File: config.mk
export PLATFORM = sky130hd
export DESIGN_NAME = dsp_mavg_regif
export DESIGN_NICKNAME = d
export VERILOG_FILES = /design/src/rtl/dsp_mavg_regif.sv
export SDC_FILE = /design/constraint.sdc
export NUM_CORES = 1
export LEC_CHECK = 0
export ABC_AREA = 1
export BUFFER_PORTS_ARGS = -buffer_cell sky130_fd_sc_hd__buf_4
export CAP_MARGIN = 20
export CORE_UTILIZATION = 55
export CTS_BUF_LIST = sky130_fd_sc_hd__clkbuf_16
export DETAILED_ROUTE_END_ITERATION = 8
export PLACE_DENSITY = 0.75
export REMOVE_ABC_BUFFERS = 1
export SYNTH_ARGS = -nofsm -noshare
export SYNTH_HDL_FRONTEND = slang
export SYNTH_SLANG_ARGS = --single-unit
File: constraint.sdc
create_clock -name i_clk_ahb -period 12.57 [get_ports i_clk_ahb]
set_input_delay 2.514 -clock i_clk_ahb [delete_from_list [all_inputs] [get_ports i_clk_ahb]]
set_output_delay 2.514 -clock i_clk_ahb [all_outputs]
set_load 0.01 [all_outputs]
File: src/rtl/dsp_mavg_regif.sv
// Register-mapped moving-average engine fed by the AHB slave request stream.
// Ports: i_clk_ahb/i_rst_ahb (async active-high), i_valid/i_rd0_wr1/i_addr/
// i_wr_data request in; o_ready, o_rd_valid/o_rd_data read response;
// o_avg/o_avg_valid streaming average. Optional macro: DSP_MAVG_ROUND_EN
// (round-half-up average instead of truncation toward -infinity).
module dsp_mavg_regif #(
  parameter int DATA_WIDTH   = 32,
  parameter int ADDR_WIDTH   = 32,
  parameter int SAMPLE_WIDTH = 16,
  parameter int DEPTH        = 8
) (
  input  logic                  i_clk_ahb,
  input  logic                  i_rst_ahb,
  input  logic                  i_valid,
  input  logic                  i_rd0_wr1,
  input  logic [ADDR_WIDTH-1:0] i_addr,
  input  logic [DATA_WIDTH-1:0] i_wr_data,
  output logic                  o_ready,
  output logic                  o_rd_valid,
  output logic [DATA_WIDTH-1:0] o_rd_data,
  output logic [DATA_WIDTH-1:0] o_avg,
  output logic                  o_avg_valid
);

  localparam int LOG2 = $clog2(DEPTH);
  localparam int SW   = SAMPLE_WIDTH + LOG2;
  localparam int CW   = LOG2 + 1;
  localparam int WW   = DATA_WIDTH + SW + 1;

  localparam logic [2:0] OFF_CTRL   = 3'd0;
  localparam logic [2:0] OFF_SAMPLE = 3'd1;
  localparam logic [2:0] OFF_AVG    = 3'd2;
  localparam logic [2:0] OFF_STATUS = 3'd3;
  localparam logic [2:0] OFF_SCNT   = 3'd4;

  typedef enum logic {S_IDLE, S_UPDATE} state_t;

  state_t                  state_q, state_d;
  logic                    en_q, en_d;
  logic [SAMPLE_WIDTH-1:0] sample_q, sample_d;
  logic [SW-1:0]           sum_q, sum_d;
  logic [LOG2-1:0]         wptr_q, wptr_d;
  logic [CW-1:0]           cnt_q, cnt_d;
  logic [31:0]             scnt_q, scnt_d;
  logic [SAMPLE_WIDTH-1:0] buf_q [DEPTH];
  logic [SAMPLE_WIDTH-1:0] buf_d [DEPTH];
  logic [DATA_WIDTH-1:0]   avg_q, avg_d;
  logic                    avg_vld_q, avg_vld_d;
  logic                    rd_vld_q, rd_vld_d;
  logic [DATA_WIDTH-1:0]   rd_data_q, rd_data_d;

  logic                    acc;
  logic [2:0]              off;
  logic [DATA_WIDTH-1:0]   rd_mux;
  logic [DATA_WIDTH-1:0]   status;
  logic [SAMPLE_WIDTH-1:0] old;
  logic [SW-1:0]           samp_x, old_x;
  logic signed [WW-1:0]    wide, wide_sh;
  logic                    unused;

  assign o_ready     = (state_q == S_IDLE);
  assign o_rd_valid  = rd_vld_q;
  assign o_rd_data   = rd_data_q;
  assign o_avg       = avg_q;
  assign o_avg_valid = avg_vld_q;

  assign acc = i_valid && o_ready;
  assign off = i_addr[4:2];
  assign unused = ^{i_addr, i_wr_data, wide_sh};

  always_comb begin
    status       = '0;
    status[15:8] = 8'(cnt_q);
    status[1]    = (cnt_q == '0);
    status[0]    = (cnt_q == CW'(DEPTH));
    case (off)
      OFF_CTRL:   rd_mux = DATA_WIDTH'(en_q);
      OFF_AVG:    rd_mux = avg_q;
      OFF_STATUS: rd_mux = status;
      OFF_SCNT:   rd_mux = DATA_WIDTH'(scnt_q);
      default:    rd_mux = '0;
    endcase
  end

  // Running-sum update; empty slots hold 0 so the oldest value is
  // always the one subtracted, before and after the window fills.
  always_comb begin
    old    = buf_q[wptr_q];
    samp_x = {{LOG2{sample_q[SAMPLE_WIDTH-1]}}, sample_q};
    old_x  = {{LOG2{old[SAMPLE_WIDTH-1]}}, old};
  end

  always_comb begin
    state_d   = state_q;
    en_d      = en_q;
    sample_d  = sample_q;
    sum_d     = sum_q;
    wptr_d    = wptr_q;
    cnt_d     = cnt_q;
    scnt_d    = scnt_q;
    buf_d     = buf_q;
    avg_d     = avg_q;
    avg_vld_d = 1'b0;
    rd_vld_d  = 1'b0;
    rd_data_d = rd_data_q;
    wide      = '0;
    wide_sh   = '0;
    unique case (state_q)
      S_IDLE: begin
        if (acc && !i_rd0_wr1) begin
          rd_vld_d  = 1'b1;
          rd_data_d = rd_mux;
        end else if (acc) begin
          if (off == OFF_CTRL) begin
            en_d = i_wr_data[0];
            if (i_wr_data[1]) begin
              buf_d  = '{default: '0};
              sum_d  = '0;
              cnt_d  = '0;
              wptr_d = '0;
              scnt_d = '0;
              avg_d  = '0;
            end
          end else if (off == OFF_SAMPLE && en_q) begin
            sample_d = i_wr_data[SAMPLE_WIDTH-1:0];
            state_d  = S_UPDATE;
          end
        end
      end
      S_UPDATE: begin
        sum_d         = sum_q + samp_x - old_x;
        buf_d[wptr_q] = sample_q;
        wptr_d        = wptr_q + 1'b1;
        if (cnt_q != CW'(DEPTH)) cnt_d = cnt_q + 1'b1;
        scnt_d        = scnt_q + 32'd1;
        wide          = {{(WW-SW){sum_d[SW-1]}}, sum_d};
`ifdef DSP_MAVG_ROUND_EN
        wide          = wide + WW'(DEPTH / 2);
`else
        wide          = wide;
`endif
        wide_sh       = wide >>> LOG2;
        avg_d         = wide_sh[DATA_WIDTH-1:0];
        avg_vld_d     = 1'b1;
        state_d       = S_IDLE;
      end
      default: state_d = S_IDLE;
    endcase
  end

  always_ff @(posedge i_clk_ahb or posedge i_rst_ahb) begin
    if (i_rst_ahb) begin
      state_q   <= S_IDLE;
      en_q      <= 1'b0;
      sample_q  <= '0;
      sum_q     <= '0;
      wptr_q    <= '0;
      cnt_q     <= '0;
      scnt_q    <= '0;
      buf_q     <= '{default: '0};
      avg_q     <= '0;
      avg_vld_q <= 1'b0;
      rd_vld_q  <= 1'b0;
      rd_data_q <= '0;
    end else begin
      state_q   <= state_d;
      en_q      <= en_d;
      sample_q  <= sample_d;
      sum_q     <= sum_d;
      wptr_q    <= wptr_d;
      cnt_q     <= cnt_d;
      scnt_q    <= scnt_d;
      buf_q     <= buf_d;
      avg_q     <= avg_d;
      avg_vld_q <= avg_vld_d;
      rd_vld_q  <= rd_vld_d;
      rd_data_q <= rd_data_d;
    end
  end

endmodule
== Word-level counts from Yosys, hierarchy flattened ==
Index checks and enable logic that the tools add are counted.

* Add/sub/neg operators: 5
* $lt $le $gt $ge: 2
* Eq/ne operators: 11
* Multiplexer cells: 42
* Bitwise logic cells: 4
* Reductions and logical operators: 12

{| class="wikitable"
|+ Operators by type and width
! cell !! count
|-
| 2-to-1 mux 128 bit || 4
|-
| case mux 128 bit (2 select lines) || 1
|-
| bitwise mux 128 bit || 1
|-
| 2-to-1 mux 32 bit || 4
|-
| case mux 32 bit (2 select lines) || 2
|-
| case mux 32 bit (4 select lines) || 1
|-
| 2-to-1 mux 19 bit || 4
|-
| binary-select mux 16 bit (select 3 bit) || 1
|-
| demux 16 bit (select 3 bit) || 1
|-
| 2-to-1 mux 16 bit || 3
|-
| case mux 19 bit (2 select lines) || 1
|-
| adder 32 x 1 -> 32 bit, second input constant || 1
|-
| 2-to-1 mux 4 bit || 5
|-
| adder 19 bit || 1
|-
| subtractor 19 bit || 1
|-
| 2-to-1 mux 3 bit || 4
|-
| AND reduction 5 bit || 2
|-
| case mux 4 bit (2 select lines) || 1
|-
| AND reduction 4 bit || 2
|-
| 2-to-1 mux 1 bit || 7
|-
| equality test 3 x 2 -> 1 bit, second input constant || 2
|-
| != test 2 x 1 -> 1 bit, second input constant || 3
|-
| case mux 3 bit (2 select lines) || 1
|-
| adder 4 x 1 -> 4 bit, second input constant || 1
|-
| other kinds (16) || 22
|}

* Register bits after elaboration: 270
* Bits of input ports: 68
* Output and inout port bits: 67
* Word-level logic and storage cells: 95

== Depth between registers and ports, before layout ==
* Depth in word-level cells: 7
* Depth in mapped cells: 24
* Depth with buffers taken out: 23

== Worst setup path after synthesis ==
Ideal clock, no wire load.

* Path kind: reg-to-output
* Start point: register state_q
* End point: output o_ready
* Arrival: 1.254 ns
* Data required time: 10.056 ns
* Slack: 8.802 ns
* Cell stages (with the launch flop): 5
* Path buffers: 3
* Path through: dfrtp_1 -> buf_2 -> inv_4 -> buf_2 -> clkbuf_1

* Cells in the longest elaborated chain, start to end: 1

{| class="wikitable"
|+ Ends and longest elaborated chain
! item !! line !! source
|-
| start: declaration || 38 || <nowiki>state_t state_q, state_d;</nowiki>
|-
| start signal: assignment || 166 || <nowiki>state_q <= state_d;</nowiki>
|-
| inverter 1 bit (no line) || -- ||
|-
| end: declaration || 18 || <nowiki>output logic o_ready,</nowiki>
|}

No other way between the ends.

== Worst setup path after layout ==
* Start point: input i_valid
* End point: register buf_q[97] (netlist name)

* Cells in the longest elaborated chain, start to end: 4

{| class="wikitable"
|+ Ends and longest elaborated chain
! item !! line !! source
|-
| start: declaration || 14 || <nowiki>input logic i_valid,</nowiki>
|-
| logical AND 1 bit * || 67 || <nowiki>assign acc = i_valid && o_ready;</nowiki>
|-
| logical AND 1 bit || 110 || <nowiki>if (acc && !i_rd0_wr1) begin</nowiki>
|-
| != test 2 bit (no line) || -- ||
|-
| AND reduction 4 bit (no line) * || -- ||
|-
| end signal: assignment || 173 || <nowiki>buf_q <= buf_d;</nowiki>
|-
| end: declaration || 45 || <nowiki>logic [SAMPLE_WIDTH-1:0] buf_q [DEPTH];</nowiki>
|}

Mark *: on every way between the ends. The rest lies on a longest branch, timed or not.
A chain may end at the register's enable or synchronous reset.

==> results.py <==
metrics = {
    "clock_network": {
        "cts_tree": "built",
        "clk_pin_slew_ps": 60,
        "cts_resized": 0,
        "root_buffer": "clkbuf_16",
        "cts.sinks": 238,
        "clk_path_buf_depth": 3,
        "numCtsBuffers": 27,
        "post_cts_buffers": 0,
        "htreeDepth": 1,
        "clk-insertion-delay-late_ps": 560,
        "cts_hold_buffers": 0,
    },
    "cells_and_area": {
        "fin_area_um2": 14600,
        "postLayoutCoreUtil": 0.620,
        "nets": 1882,
        "antenna_cells": 0,
        "area_growth_pct": 10.8,
        "drive_gt1_frac": 0.0944,
    },
    "timing": {
        "timing.hold.ws_ps": 470,
        "min_period_ps": 4930,
        "tns_ps": 0,
        "rsz0062_at_grt": "false",
        "final_max_slew_viol_count": 0,
        "fmax_mhz": 203,
        "slew_headroom": 0.309,
        "finalCritPeriodShare": 0.393,
        "setup_viol": 0,
        "hold_violations": 0,
        "clock_skew_ps": 18.4,
        "tightestPinTransition_ps": 1040,
    },
    "setup_path": {
        "r2r-end": "buf_q[97]",
        "crit_type": "in -> reg",
        "required_ps": 13010,
        "cp_max_fo": 49,
        "crit_arrival_ps": 5380,
        "reg2reg_depth": 11,
        "crit_path_end_kind": "register",
        "start_kind": "input port",
        "reg2reg_slack_ps": 8240,
        "r2r-start": "state_q",
    },
    "global_route": {
        "grt_overflow_total": 0,
        "grt_usage": 0.306,
        "grt_pass1_vias": 10900,
        "grt_pass1_wl_um": 57400,
        "grt_max_degree": 105,
        "antenna_found_initial": 0,
    },
    "pwr": {
        "vdd_drop_max_v": 0.000105,
        "power_frac_comb": 0.405,
        "leakage_nw": 7.91,
        "pwr-share-seq": 0.332,
        "power.clock.fraction": 0.262,
        "switching_share": 0.410,
        "p_int_mw": 1.73,
        "power-per-cell-area_nw_per_um2": 202,
        "p_switching_mw": 1.20,
        "finalPower_mw": 2.94,
    },
    "synthesis": {
        "yosys_warnings": 0,
        "yosys.cell_types.count": 43,
        "synth_area_per_cell_um2": 7.57,
        "synth_top_area_share": 0.453,
        "synthArstFlopShare": 1.00,
        "synth_flop_cell": "dfrtp_1",
        "yosysMostFrequentCell": "nand2_1",
        "ys_ff_latch": 238,
        "ys_top_cells_by_area": "dfrtp_1, nand2_1, inv_1",
        "netlist_instances": 1736,
        "yosysTopAreaCell": "dfrtp_1",
        "synth_area_um2": 13100,
        "yosys-top-cells-count": "nand2_1, dfrtp_1, inv_1",
        "synth_edf_count": 0,
        "ys_seq_area_frac": 0.453,
    },
    "routing": {
        "drc": 0,
        "ant_nets": 0,
        "first_pass_iters": 5,
        "vias": 11400,
        "wl_per_cell_um": 17.1,
        "drt_iter0_drc": 925,
        "wirelength_um": 36100,
        "avgViaCountPerCell": 5.41,
    },
    "floorplan": {
        "die_area_um2": 24500,
        "die_w_um": 157,
        "pin_count": 135,
        "row_count": 56,
        "dieHeight_um": 157,
        "coreArea_um2": 23500,
        "initial_core_util": 0.560,
    },
    "min_path": {
        "hp-class": "reg -> reg",
        "min_path_cells": 2,
        "hp-start": "buf_q[60]",
        "hold_path_end": "buf_q[60]",
    },
    "run": {
        "maxCapViolations": 0,
    },
    "placement": {
        "dp_hpwl_um": 23500,
        "placed_cell_area_um2": 13700,
        "gp_congestion": 0.954,
        "io_buffers": 89,
    },
    "run_status": {
        "outcome": "finished clean",
    },
}
cell type report:
type / instances / area, um^2
timing repair buffer: 93 / 698
fill: 2143 / 8910
sequential: 238 / 5960
clock buffer: 27 / 676
multi-input combinational: 1221 / 5920
inverter: 191 / 729
clock inverter: 21 / 181
tap: 319 / 399
sequential cells by signal, summed over array words and instances (netlist names):
register / cells
o_avg: 1
sum_q: 18
o_rd_data: 32
en_q: 1
sample_q: 16
state_q: 1
wptr_q: 3
cnt_q: 4
buf_q: 128
o_rd_valid: 1
o_avg_valid: 1
scnt_q: 32
routing by layer:
metal,track usage,vias up,part of all wire
met5,0,-,0
met4,0.154,0,0.049
met3,0.0426,118,0.070
met1,0.391,5351,0.41
li1,-,5481,-
met2,0.509,455,0.48
how the worst max path moves through the flow:
stage | to | depth (start not counted) | slack [ps] | from
finish | buf_q[97] | 10 | 7640 | i_valid
global route | buf_q[97] | 10 | 7440 | i_valid
CTS | buf_q[106] | 10 | 7670 | i_valid
detailed placement | buf_q[106] | 10 | 7110 | i_valid
global placement | buf_q[108] | 10 | 7110 | i_valid
floorplan | buf_q[0] | 1 | 3520 | i_rst_ahb
through the flow:
| step | cells | setup slack [ps] |
|---|---|---|
| after floorplan | 1650 | 3520 |
| after global placement | 2062 | 7110 |
| after detailed placement | 2062 | 7110 |
| after CTS | 2110 | 7670 |
| after global routing | 2110 | 7440 |
| final | 2110 | 7640 |
worst max-delay path: stages:
cell	delay (ps)
buf_4	120
nand2_1	90
nor2_2	50
buf_4	230
inv_2	490
nand2_4	460
inv_4	650
o21ai_2	490
nand2_1	190
nand2_1	60
kinds of logic after synthesis:
kind of cell	count (synthesis)	share of synthesized area
AND/OR/NAND/NOR	977	0.301
buffers and inverters	277	0.0964
flip-flops	238	0.453
AO/OA/AOI/OAI	186	0.0882
adder cells (fa/ha/maj)	42	0.0503
XOR/XNOR	16	0.0107
placed cells by master (no fill, tap or decap), drive strengths merged, types with 2 or more instances in the layout:
cell,instances
fa,18
a22o,5
clkinv,15
nand4,16
nand3b,5
o31ai,2
and3,3
nor2,92
nor3,15
a221oi,13
xor2,15
or2,2
ha,24
bufinv,3
a22oi,14
nand3,71
o22ai,23
clkbuf,27
dfrtp,238
a21oi,28
inv,194
nand2,772
buf,93
o21ai,96
power by group through the flow:
stage               clock (mW)  sequential (mW)  combinational (mW)
floorplan                    0            0.990               0.783
global placement             0            0.984                1.15
detailed placement           0            0.987                1.18
CTS                      0.780            0.974                1.18
global route             0.811            0.989                1.34
finish                   0.771            0.977                1.19
(Power assumes the default switching activity.)
